**src/rtl/keccak_pkg.sv**
```systemverilog
// Shared Keccak/SHAKE core definitions: datapath width, rate block depths
// and the load-side sequencer state type.
package keccak_pkg;

    localparam int W = 64;

    // Rate block depth in words: SHAKE128 rate is 168 bytes, SHAKE256 is 136 bytes.
    localparam int SHAKE128_DEPTH = 21;
    localparam int SHAKE256_DEPTH = 17;

    typedef enum logic [1:0] {
        IDLE  = 2'd0,
        LOAD  = 2'd1,
        PAD   = 2'd2,
        BLOCK = 2'd3
    } load_ctrl_state_t;

endpackage

```
**src/rtl/load_controller.sv**
```systemverilog
// Absorb-side load sequencer: takes a header then message words, drives the
// load datapath enables and hands completed rate blocks to the permutation.
module load_controller
    import keccak_pkg::*;
(
    input  logic clk,
    input  logic rst,
    input  logic valid_in,
    output logic ready_in,
    input  logic absorb_ready,
    output logic absorb_valid,
    output logic last_block_out,
    output logic busy,
    output logic load_enable,
    output logic control_regs_enable,
    output logic padding_enable,
    output logic padding_reset,
    output logic input_counter_en,
    output logic input_counter_load,
    input  logic input_size_reached,
    input  logic input_buffer_full,
    input  logic last_input_block,
    input  logic first_incomplete_input_word
);

    load_ctrl_state_t state;
    load_ctrl_state_t state_nxt;

    logic load_ready;
    logic load_accept;

    assign load_ready  = !input_buffer_full && !input_size_reached;
    assign load_accept = valid_in && load_ready;

    always_ff @(posedge clk or posedge rst) begin
        if (rst) begin
            state <= IDLE;
        end else begin
            state <= state_nxt;
        end
    end

    // A full buffer takes priority over end of message so the block is
    // presented before any padding-only continuation.
    always_comb begin
        state_nxt = state;
        case (state)
            IDLE: begin
                if (valid_in) begin
                    state_nxt = LOAD;
                end
            end
            LOAD: begin
                if (input_buffer_full) begin
                    state_nxt = BLOCK;
                end else if (input_size_reached) begin
                    state_nxt = PAD;
                end
            end
            PAD: begin
                if (input_buffer_full) begin
                    state_nxt = BLOCK;
                end
            end
            BLOCK: begin
                if (absorb_ready) begin
                    if (last_input_block) begin
                        state_nxt = IDLE;
                    end else if (input_size_reached) begin
                        state_nxt = PAD;
                    end else begin
                        state_nxt = LOAD;
                    end
                end
            end
            default: state_nxt = IDLE;
        endcase
    end

    // Outputs are forced low while rst is held, including ready_in in IDLE.
    always_comb begin
        ready_in            = 1'b0;
        absorb_valid        = 1'b0;
        last_block_out      = 1'b0;
        busy                = 1'b0;
        load_enable         = 1'b0;
        control_regs_enable = 1'b0;
        padding_enable      = 1'b0;
        padding_reset       = 1'b0;
        input_counter_en    = 1'b0;
        input_counter_load  = 1'b0;
        if (!rst) begin
            busy = (state != IDLE);
            case (state)
                IDLE: begin
                    ready_in = 1'b1;
                    if (valid_in) begin
                        control_regs_enable = 1'b1;
                        input_counter_load  = 1'b1;
                        padding_reset       = 1'b1;
                    end
                end
                LOAD: begin
                    ready_in = load_ready;
                    if (load_accept) begin
                        load_enable      = 1'b1;
                        input_counter_en = 1'b1;
                        padding_enable   = first_incomplete_input_word;
                    end
                end
                PAD: begin
                    // The cycle that sees the buffer full only moves on to BLOCK.
                    if (!input_buffer_full) begin
                        load_enable      = 1'b1;
                        padding_enable   = 1'b1;
                        input_counter_en = 1'b1;
                    end
                end
                BLOCK: begin
                    absorb_valid       = 1'b1;
                    last_block_out     = last_input_block;
                    input_counter_load = absorb_ready;
                end
                default: begin
                    ready_in = 1'b0;
                end
            endcase
        end
    end

endmodule
```
**config.mk**
```make
export PLATFORM = sky130hd
export DESIGN_NAME = load_controller
export DESIGN_NICKNAME = d
export VERILOG_FILES = /design/src/rtl/keccak_pkg.sv /design/src/rtl/load_controller.sv
export SDC_FILE = /design/constraint.sdc
export NUM_CORES = 1
export LEC_CHECK = 0
export BUFFER_PORTS_ARGS = -buffer_cell sky130_fd_sc_hd__buf_4
export CORE_AREA = 10 10 47 49
export CTS_BUF_LIST = sky130_fd_sc_hd__clkbuf_4 sky130_fd_sc_hd__clkbuf_8
export CTS_CLUSTER_SIZE = 14
export DETAILED_ROUTE_END_ITERATION = 6
export DIE_AREA = 0 0 57 59
export PLACE_DENSITY_LB_ADDON = 0.3
export SYNTH_ARGS = -nofsm -noshare
export SYNTH_HDL_FRONTEND = slang
export SYNTH_SLANG_ARGS = --single-unit
export TNS_END_PERCENT = 20
```
**constraint.sdc**
```tcl
create_clock -name clk -period 1.9 [get_ports clk]
set_input_delay 0.285 -clock clk [delete_from_list [all_inputs] [get_ports clk]]
set_output_delay 0.285 -clock clk [all_outputs]
set_load 0.01 [all_outputs]
```
Word level (Yosys, flattened, before mapping)
Cells that the tools add are included.
- add/sub/neg operators: 0
- multipliers: 0
- divide/modulo/power cells: 0
- $lt $le $gt $ge: 0
- equal/unequal tests: 7
- shifts and indexed selects: 0
- muxes and demuxes: 27
- bitwise logic cells: 0
- reductions and logical operators: 7
- operators by type and width (operator ; count):
    1-bit two-way mux ; 15
    2-bit two-way mux ; 7
    1-bit case mux with 2 select lines ; 4
    2-bit case mux with 4 select lines ; 1
    2-bit != test, second input constant ; 3
    2-bit == test, second input constant ; 2
    4-bit AND reduction ; 1
    3-bit != test, second input constant ; 1
    2-bit by 1-bit == test with 1-bit output, second input constant ; 1
    1-bit logical AND ; 2
    1-bit logical NOT ; 2
    2-bit logical NOT ; 1
    2-bit nonzero test ; 1
- bits in registers: 2
- latch bits: 0
- memory bits (writable): 0
- ROM bits: 0
- input bits: 8
- word-level logic and storage cells: 42
- memories: 0

Depth between registers and ports, before layout
- depth after elaboration: 6
- mapped depth: 7
- gate-level depth less buffers: 6

Worst setup path after synthesis
OpenSTA, ideal clock, no wires.
- path type: reg-to-output
- start: reg state[1]
- end: out load_enable
- data arrival time: 1.354 ns
- setup slack: 0.261 ns
- cell stages (with the launch flop): 8
- path buffers: 1
- path through: dfrtp_1 inv_1 ha_1 nand2b_1 nor2_2 nand2_1 a21oi_1 buf_4
- word-level cells in the longest chain between the ends: 3
- elaborated cells on any way between the ends: 4
- those cells by class: eq/ne (2); mux (2)
- RTL lines (what ; RTL line ; source):
    start: declaration ; load_controller.sv:26 ; load_ctrl_state_t state;
    start signal: assignment ; load_controller.sv:39 ; state <= state_nxt;
    2-bit == test or 2-bit by 1-bit == test with 1-bit output (tied branches) ; - ;
    1-bit case mux with 2 select lines (*) ; - ;
    1-bit two-way mux (*) ; - ;
    end: declaration ; load_controller.sv:14 ; output logic load_enable,
Every way passes the cells marked *; elsewhere a longest branch is shown, timed or not.

Worst setup path after layout
- start: reg state[1]
- end: out padding_enable
- word-level cells in the longest chain between the ends: 3
- elaborated cells on any way between the ends: 4
- those cells by class: eq/ne (2); mux (2)
- RTL lines (what ; RTL line ; source):
    2-bit == test or 2-bit by 1-bit == test with 1-bit output (tied branches) ; load_controller.sv:94 ; case (state)
    1-bit case mux with 2 select lines (*) ; load_controller.sv:94 ;
    1-bit two-way mux (*) ; load_controller.sv:92 ; if (!rst) begin
    end: declaration ; load_controller.sv:16 ; output logic padding_enable,
Marked as above.

==> impl_metrics.env <==
export IMPL_cp_top_family="flip-flops"
export IMPL_fin_nets=75
export IMPL_grt_max_degree=6
export IMPL_slowest_stage="dfrtp_1"
export IMPL_multi_input_area_um2=223
export IMPL_max_vdd_ir_drop_uv=590
export IMPL_antenna_found_initial=0
export IMPL_critPathBufInv=2
export IMPL_grt_overflow=0
export IMPL_path_cells="inv_1, ha_2, nand2b_1, nor2_4, nand3_1, a21oi_2, buf_4"
export IMPL_seq_area_um2=50.0
export IMPL_grt_pass1_vias=351
export IMPL_final_util_pct=34.8
export IMPL_r2r_start="state[1]$_DFFE_PP0P_"
export IMPL_clk_path_buf_depth=2
export IMPL_syn_area_per_cell_um2=7.32
export IMPL_status="completed"
export IMPL_cts_sinks=2
export IMPL_io_buffer_count=17
export IMPL_cts_tree="done"
export IMPL_hold_depth=5
export IMPL_worst_pin_slew_ns=0.247
export IMPL_gp_congestion=0.761
export IMPL_initial_core_util_pct=21.4
export IMPL_min_delay_path_class="in2reg"
export IMPL_syn_num_nets=53
export IMPL_drt_wl_total_um=869
export IMPL_hold_slack_ns=0.455
export IMPL_ys_warn_count=0
export IMPL_top_regs="state: 2 flops"
export IMPL_powerDensity_nw_per_um2=1230
export IMPL_grt_pass1_wl_um=1460
export IMPL_dp_hpwl_um=718
export IMPL_critPathMaxStageDelay_ns=0.42
export IMPL_num_io_pins=18
export IMPL_firstDrtPassIters=4
export IMPL_die_height_um=59
export IMPL_final_max_slew_violation_count=0
export IMPL_crit_reg2reg_capture="state[1]$_DFFE_PP0P_"
export IMPL_rrSetupSlack_ns=0.41
export IMPL_max_slew_margin_pct=83.3
export IMPL_numCtsBuffers=3
export IMPL_required_ns=1.62
export IMPL_fillerInstances=161
export IMPL_core_um2=1400
export IMPL_skew_ns=0.0000550
export IMPL_crit_fanout=5
export IMPL_cp_end_kind="primary output"
export IMPL_cts_clk_slew_worst_paths_ns=0.03
export IMPL_dieArea_um2=3360
export IMPL_drv_cap=0
export IMPL_worstSkewPairLatency_ns=0.22
export IMPL_final_setup_viol_count=0
export IMPL_h_tree_depth=1
export IMPL_critical_path_class="reg2out"
export IMPL_drtIter0Drc=7
export IMPL_ff2ff_path_depth=6
export IMPL_rows=14
export IMPL_final_hold_violation_count=0
export IMPL_ant_nets=0
export IMPL_rsz0062_at_grt="true"
export IMPL_wl_per_cell_um=11.3
export IMPL_hold_end="state[1]$_DFFE_PP0P_"
export IMPL_leakage_nw=0.241
export IMPL_fp_dieW_um=57
export IMPL_cp_start_kind="flip-flop"
export IMPL_worst_hold_startpoint="input_size_reached"
export IMPL_layout_drive_gt1_share_pct=49.2
export IMPL_seq_area_frac_synth_pct=16.7
export IMPL_synth_seq_cells=2
export IMPL_largest_reg_flops=2
export IMPL_antenna_cells=0
export IMPL_vias=336
export IMPL_tns_ns=0
export IMPL_cts_root_buf="clkbuf_4"
export IMPL_syn_inst=41
export IMPL_p_total_w=0.000600
export IMPL_syn_to_final_growth_pct=62.5
export IMPL_syn_area_um2=300
export IMPL_vias_per_cell=4.36
export IMPL_max_freq_ghz=0.544
export IMPL_regMostFlops="state"
export IMPL_grt_total_usage_pct=5.37
export IMPL_finalCriticalPeriod_ns=1.84
export IMPL_drc=0
export IMPL_synth_cell_types=21
export IMPL_arrival_ns=1.55
export IMPL_period_share_pct=96.7
==> synthesized netlist by cell type (all sizes together) <==
cell type | number | area share, %
nand2b | 3 | 6.3
nand2 | 2 | 2.5
inv | 5 | 6.2
a211oi | 1 | 2.5
ha | 4 | 17
o21ai | 2 | 3.3
nor2 | 7 | 9.6
and3 | 2 | 4.6
clkinv | 2 | 2.9
a21oi | 4 | 6.7
o31a | 1 | 2.9
dfrtp | 2 | 17
buf | 2 | 5.0
nand3 | 1 | 1.7
o41ai | 2 | 8.3
o22ai | 1 | 4.2
==> worst register-to-register path, delay by kind of cell, from the launching register on <==
family,cells,cell delay (ns)
flops,1,0.41
buf+inv,2,0.16
compound gates,3,0.55
fa+ha+maj,1,0.25
==> repair_timing <==
| item | CTS | global route |
|---|---|---|
| endpoints found under the setup margin | 0 | 4 |
| gates resized for setup | 0 | 4 |
| endpoints found under the hold margin | 2 | 0 |
| buffers inserted | 0 | 1 |
| hold buffers | 1 | 0 |
==> worst max-delay path by stage <==
stage | from | endpoint | slack, ns | depth (start not counted)
final | state[1]$_DFFE_PP0P_ | padding_enable | 0.06 | 7
after CTS | state[1]$_DFFE_PP0P_ | load_enable | 0.01 | 7
after global routing | state[0]$_DFFE_PP0P_ | input_counter_load | -0.01 | 6
after floorplan | state[1]$_DFFE_PP0P_ | load_enable | 0.26 | 7
after detailed placement | state[1]$_DFFE_PP0P_ | load_enable | 0.26 | 7
after global placement | state[1]$_DFFE_PP0P_ | input_counter_en | 0.29 | 7
==> metal layers <==
metal  part of all wire (%)  vias up  track usage (%)
li1                       -      179                -
met1                     40      147             5.50
met2                     50       10             8.53
met3                    9.3        0             2.36
met4                      0        0             4.03
met5                      0        -                0
==> layout make-up <==
| type | instances | area share (%) |
|---|---|---|
| clock buffer | 3 | 4.62 |
| timing repair buffer | 19 | 29.7 |
| multi-input combinational | 30 | 45.6 |
| inverter | 7 | 5.64 |
| tap | 16 | 4.10 |
| sequential | 2 | 10.3 |
==> power breakdown <==
part | leakage [nW] | switching (W) | internal [W]
Combinational | 0.204 | 0.000218 | 0.000199
Sequential | 0.0235 | 0.0000233 | 0.0000661
Clock | 0.0138 | 0.0000241 | 0.0000697
Total | 0.241 | 0.000265 | 0.000334
==> placed cells by master (no fill, tap or decap), types with 2 or more instances in the layout <==
master    instances
a21oi_1           2
a21oi_2           2
inv_1             4
dfrtp_1           2
clkbuf_4          3
nand2b_1          3
nand2_1           2
nor2_1            6
ha_1              3
o21ai_1           2
buf_4            18
==> logic make-up after synthesis <==
logic type,count (synthesis),synth area share (%)
AND/OR/NAND/NOR,15,24.6
buffers and inverters,9,14.2
adder cells (fa/ha/maj),4,16.7
AO/OA/AOI/OAI,11,27.9
flip-flops,2,16.7
==> metrics by stage <==
step,setup slack (ns),area [um2],cells
floorplan,0.261,300,41
finish,0.0618,488,77
CTS,0.0122,465,76
global route,-0.0142,488,77
global placement,0.294,433,72
detailed placement,0.263,433,72
No activity file was read; power rests on OpenSTA's default activity.
